===== src/rtl/prio_pkg.sv =====
// Shared types, defaults and helpers for the priority-encoder front end.
package prio_pkg;

    typedef enum logic {IDLE, OFFER} arb_state_t;

    localparam int N_REQ_DEF = 4;
    localparam int CNT_W_DEF = 8;

    // Index of the highest set bit; 0 when the vector is empty.
    function automatic int highest_idx(input logic [31:0] vec);
        int idx;
        idx = 0;
        for (int i = 0; i < 32; i++) begin
            if (vec[i]) idx = i;
        end
        return idx;
    endfunction

endpackage


===== src/rtl/prio_enc_n.sv =====
// Combinational highest-set-bit encoder with an any-bit-set flag (N up to 32).
module prio_enc_n
    import prio_pkg::*;
#(
    parameter int N     = N_REQ_DEF,
    parameter int IDX_W = $clog2(N)
) (
    input  logic [N-1:0]     vec,
    output logic [IDX_W-1:0] idx,
    output logic             any
);

    always_comb begin
        any = |vec;
        idx = IDX_W'(highest_idx(32'(vec)));
    end

endmodule


===== src/rtl/req_pend_arb.sv =====
// Sticky request capture with enable masking and a one-at-a-time valid/ready offer.
// Optional saturating drop counter built only when REQ_DROP_CNT_EN is defined.
module req_pend_arb
    import prio_pkg::*;
#(
    parameter int N_REQ = N_REQ_DEF,
    parameter int IDX_W = $clog2(N_REQ),
    parameter int CNT_W = CNT_W_DEF
) (
    input  logic             clk,
    input  logic             rst_n,
    input  logic [N_REQ-1:0] req,
    input  logic [N_REQ-1:0] enable,
    output logic             out_valid,
    output logic [IDX_W-1:0] out_idx,
    input  logic             out_ready,
    output logic [N_REQ-1:0] pending,
    output logic [CNT_W-1:0] drop_cnt
);

    arb_state_t       state;
    logic [N_REQ-1:0] req_q;
    logic [N_REQ-1:0] rise;
    logic [N_REQ-1:0] clr;
    logic [N_REQ-1:0] cand;
    logic [IDX_W-1:0] sel;
    logic             sel_any;
    logic             accept;

    assign accept = out_valid && out_ready;
    assign cand   = pending & enable;

    // NOTE: every variable gets a default at the top of always_comb so no latch is inferred.
    always_comb begin
        rise = req & ~req_q;
        clr  = '0;
        if (accept) clr[out_idx] = 1'b1;
    end

    prio_enc_n #(
        .N     (N_REQ),
        .IDX_W (IDX_W)
    ) u_enc (
        .vec (cand),
        .idx (sel),
        .any (sel_any)
    );

    // NOTE: sequential state uses non-blocking assignments so all flops update from pre-edge values.
    // A rise on the bit being granted re-arms it: set beats clear.
    always_ff @(posedge clk or negedge rst_n) begin
        if (!rst_n) begin
            req_q   <= '0;
            pending <= '0;
        end else begin
            req_q   <= req;
            pending <= (pending & ~clr) | rise;
        end
    end

    // Offer is frozen until accepted; the return through IDLE forces the bubble cycle.
    always_ff @(posedge clk or negedge rst_n) begin
        if (!rst_n) begin
            state     <= IDLE;
            out_valid <= 1'b0;
            out_idx   <= '0;
        end else begin
            case (state)
                IDLE: begin
                    if (sel_any) begin
                        out_idx   <= sel;
                        out_valid <= 1'b1;
                        state     <= OFFER;
                    end
                end
                OFFER: begin
                    if (out_ready) begin
                        out_valid <= 1'b0;
                        state     <= IDLE;
                    end
                end
                default: begin
                    out_valid <= 1'b0;
                    state     <= IDLE;
                end
            endcase
        end
    end

`ifdef REQ_DROP_CNT_EN
    logic drop;

    // Any number of simultaneous losses in one cycle counts once.
    assign drop = |(rise & pending & ~clr);

    always_ff @(posedge clk or negedge rst_n) begin
        if (!rst_n) begin
            drop_cnt <= '0;
        end else if (drop && (drop_cnt != '1)) begin
            drop_cnt <= drop_cnt + CNT_W'(1);
        end
    end
`else
    assign drop_cnt = '0;
`endif

endmodule


===== config.mk =====
export PLATFORM = sky130hd
export DESIGN_NAME = req_pend_arb
export DESIGN_NICKNAME = d
export VERILOG_FILES = /design/src/rtl/prio_pkg.sv /design/src/rtl/prio_enc_n.sv /design/src/rtl/req_pend_arb.sv
export SDC_FILE = /design/constraint.sdc
export NUM_CORES = 1
export LEC_CHECK = 0
export BUFFER_PORTS_ARGS = -buffer_cell sky130_fd_sc_hd__buf_2
export CAP_MARGIN = 30
export CORE_MARGIN = 10
export CORE_UTILIZATION = 40
export DETAILED_ROUTE_END_ITERATION = 7
export GPL_TIMING_DRIVEN = 0
export PLACE_DENSITY = 0.71
export SLEW_MARGIN = 5
export SYNTH_ARGS = -nofsm -noshare
export SYNTH_HDL_FRONTEND = slang
export SYNTH_SLANG_ARGS = --single-unit

===== constraint.sdc =====
create_clock -name clk -period 1.11 [get_ports clk]
set_clock_uncertainty 0.1 [all_clocks]
set_input_delay 0.0555 -clock clk [delete_from_list [all_inputs] [get_ports clk]]
set_output_delay 0.0555 -clock clk [all_outputs]
set_load 0.005 [all_outputs]

### Word level (Yosys, flattened, before mapping)

Index checks and enable logic that the tools add are counted.

* bitwise logic cells: 7
* reduce and logical (&&, ||, !) cells: 5
* eq/ne operators: 2
* $lt $le $gt $ge: 2
* muxes and demuxes: 12

Operators with widths (number)
* bitwise AND 4 bit: 3
* inverter 4 bit: 2
* two-way mux 1 bit: 6
* two-way mux 2 bit: 2
* two-way mux 4 bit: 1
* inequality test 2 bit, second input constant: 2
* OR 4 bit: 1
* case mux 1 bit (2 select lines): 2
* AND reduction 2 bit: 2
* OR reduction 4 bit: 1
* < comparator 2 x 3 -> 1 bit, second input constant: 1
* demux 1 bit (select 2 bit): 1
* greater-or-equal comparator 2 x 1 -> 1 bit, second input constant: 1
* logical AND 1 bit: 2
* inverter 1 bit: 1

* logic and storage cells: 33
* input bits: 11
* output and inout bits: 15
* flip-flop bits (word level): 12

### Logic depth before layout (Yosys ltp)

* depth in word-level cells: 8
* depth in mapped cells: 3
* gate-level depth less buffers: 3

### Hierarchy

Synthesis repeated with hierarchy kept, for this count alone.

* cells, all modules: 50
* area, all modules: 566.8 um^2

By module, submodules not included
* req_pend_arb: sequential area each 300.3 um^2, cells each 46, area an instance 543.0 um^2, times used 1
* prio_enc_n: sequential area each 0.0 um^2, cells each 4, area an instance 23.8 um^2, times used 1

### Worst setup path before layout

Ideal clock, no wire load.

* path kind: reg2reg
* start point: register pending[2]
* end point: register out_valid
* path buffers: 0
* required time: 0.891 ns
* path slack: 0.057 ns
* setup time: 0.119 ns
* clock period less this slack: 1.053 ns
* stages on the path, launching flop included: 4
* arrival: 0.834 ns
* cell sequence: dfrtp_1 a22oi_2 nand2_2 o21a_1

* word-level cells in the longest chain between the ends: 4

RTL lines
* from (decl): line req_pend_arb.sv:17 `output logic [N_REQ-1:0] pending,`
* from (signal assigned): line req_pend_arb.sv:57 `pending <= (pending & ~clr) | rise;`
* bitwise AND 4 bit: line req_pend_arb.sv:31 `assign cand = pending & enable;`
* OR reduction 4 bit: line prio_enc_n.sv:14 `any = |vec;`
* inequality test 2 bit (no line)
* AND reduction 2 bit (no line)
* to (signal assigned): line req_pend_arb.sv:65 `out_valid <= 1'b0;`
* to (signal assigned): line req_pend_arb.sv:72 `out_valid <= 1'b1;`
* to (signal assigned): line req_pend_arb.sv:78 `out_valid <= 1'b0;`
* to (decl): line req_pend_arb.sv:14 `output logic out_valid,`

No other way between the ends.
A chain may end at the register's enable or synchronous reset.

### Final worst setup path

Ends and elaborated chain as after synthesis.

==> results.sh <==
export IMPL_run_status="finished, final reports clean"
export IMPL_io_pins=26
export IMPL_path_class="reg2reg"
export IMPL_synth_top_cells_by_area="dfrtp_1, o21ai_0, buf_4"
export IMPL_grt_overflow=0
export IMPL_final_util=0.598
export IMPL_cts_buffers=3
export IMPL_yosys_warnings=0
export IMPL_end_kind="flop"
export IMPL_clkSinkCount=12
export IMPL_cts_setup_buffers=0
export IMPL_hold_viol_final=0
export IMPL_dr_total_vias=452
export IMPL_die_x_um=56.8
export IMPL_timing_critical_path_from="pending[2]"
export IMPL_fin_nets=98
export IMPL_synth_top_cell_area_share=0.554
export IMPL_grt_pass1_wl_um=2060
export IMPL_fillers=116
export IMPL_r2r_start="pending[2]"
export IMPL_peakVddDrop_mv=0.974
export IMPL_setup_tns_ns=0
export IMPL_worstSkewPairLatency_ns=0.27
export IMPL_start_kind="flop"
export IMPL_core_sq_um=1280
export IMPL_synth_seq_cells=12
export IMPL_drc=0
export IMPL_seq_area_sq_um=300
export IMPL_multi_input_area_sq_um=185
export IMPL_grt_start_max_net_pins=13
export IMPL_cts_tree="yes"
export IMPL_antenna_cells=0
export IMPL_max_cap_violations=0
export IMPL_gp_congestion=0.749
export IMPL_antenna_found_initial=0
export IMPL_yosysSeqAreaShare=0.554
export IMPL_worst_setup_hold_path_clk_slew_ns=0.08
export IMPL_rsz0062_at_grt="true"
export IMPL_std_cell_rows=13
export IMPL_hold_slack_ns=0.0254
export IMPL_first_pass_iters=4
export IMPL_wl_per_cell_um=12.8
export IMPL_io_buffers=17
export IMPL_timing_final_crit_period_ns=1.10
export IMPL_hold_path_startpoint="enable[2]"
export IMPL_setup_viol=0
export IMPL_drive_gt1_frac=0.372
export IMPL_drt_total_wl_um=1290
export IMPL_instances_no_fill=101
export IMPL_worstPathRequired_ns=1.18
export IMPL_cts_root_buf="clkbuf_4"
export IMPL_dp_final_hpwl_um=1050
export IMPL_first_iter_violations=9
export IMPL_crit_fanout=5
export IMPL_vias_per_cell=4.48
export IMPL_syn_inst=52
export IMPL_die_y_um=56.8
export IMPL_grtUsageTotal=0.0796
export IMPL_hold_path_class="in2reg"
export IMPL_fp_dieArea_sq_um=3230
export IMPL_clock_path_buffers=2
export IMPL_synth_avg_cell_area_sq_um=10.4
export IMPL_fin_crit_sh=0.989
export IMPL_max_freq_mhz=911
export IMPL_h_tree_depth=1
export IMPL_leakage_nw=0.385
export IMPL_initial_core_util=0.422
export IMPL_ant_nets=0
export IMPL_first_global_vias=459
export IMPL_drv_slew=0
export IMPL_power_density_nw_per_um2=1780
export IMPL_syn_to_final_growth_pct=41.8
export IMPL_arrival_ns=1.16
export IMPL_dp_cells=91
export IMPL_synth_top_area_cell="dfrtp_1"
export IMPL_synth_cell_types=13
export IMPL_syn_cell_area_sq_um=542
## repair_timing
item | 4_1_cts | 5_1_grt
pin swaps | 1 | 0
setup endpoints to repair | 2 | 5
hold endpoints to repair | 21 | 0
hold buffers | 6 | 0
resized for setup | 0 | 3
## cell families (layout without fill, tap and decap cells)
logic type	after synthesis	after routing	share of synthesized area
AOI/OAI and AO/OA	20	20	0.238
buffers and inverters	14	41	0.152
DFF	12	12	0.554
other	1	8	0.00692
and+or+nand+nor	5	5	0.0485
## power breakdown
part | internal (mW) | switching [mW] | leakage [nW]
logic | 0.194 | 0.166 | 0.233
registers | 0.540 | 0.124 | 0.131
clock network | 0.199 | 0.145 | 0.0210
## state kept, by name, summed over array words and instances, names as in the netlist
signal	count
out_valid	1
req_q	4
pending	4
state	1
out_idx	2
## metal layers
metal  wire length (um)  global-route usage  vias to the layer above  share of wire
met5                  0                   0                        -              0
met4                 22              0.0403                        0          0.017
met3                163              0.0449                        3           0.13
met2                605               0.130                       26           0.47
met1                502              0.0788                      194           0.39
li1                   -                   -                      229              -
## per-stage QoR
step / setup WS (ns) / total power, mW / cell area, sq um
floorplan: 0.0570 / 0.828 / 568
global placement: 0.0115 / 1.00 / 672
detailed placement: -0.0109 / 1.02 / 672
CTS: 0.0000818 / 1.38 / 768
global route: -0.0112 / 1.47 / 768
finish: 0.0125 / 1.37 / 768
## worst paths after layout
| path | to | slack (ns) | cells after the start |
|---|---|---|---|
| max reg2reg | out_valid | 0.01 | 3 |
| min | out_idx[1] | 0.03 | 3 |
| max in group asynchronous | pending[2] | 0.61 | 2 |
| min in group asynchronous | out_valid | 0.08 | 2 |
| min reg2reg | pending[2] | 0.32 | 1 |
| max | out_valid | 0.01 | 3 |
## cell type report
type / instances / share of cell area
sequential: 12 / 0.391
tap: 15 / 0.0244
multi-input combinational: 33 / 0.241
inverter: 6 / 0.0293
clock buffer: 4 / 0.0472
buffer: 8 / 0.0782
timing repair buffer: 23 / 0.189
## synthesized netlist by cell type, drive strengths merged
| cell | count |
|---|---|
| a22oi | 4 |
| a32oi | 1 |
| buf | 8 |
| conb | 1 |
| dfrtp | 12 |
| inv | 6 |
| nand2 | 3 |
| nand3 | 1 |
| nand3b | 1 |
| o21a | 2 |
| o21ai | 13 |
## cell usage in the layout, fill, tap and decap left out, types with 2 or more instances in the layout
cell,n
buf_2,17
nand2_1,2
clkbuf_4,3
o21ai_1,3
conb_1,8
dfrtp_1,12
o21ai_0,10
a22oi_1,2
dlygate4sd3_1,6
inv_1,6
o21a_1,2
buf_4,8
a22oi_2,2
## worst max-delay path, stage by stage, from the launching register on
cell     delay (ns)
dfrtp_1        0.43
a22oi_2        0.22
nand2_2        0.08
o21a_1         0.17
Note: power is estimated with default switching activity, not from simulation.
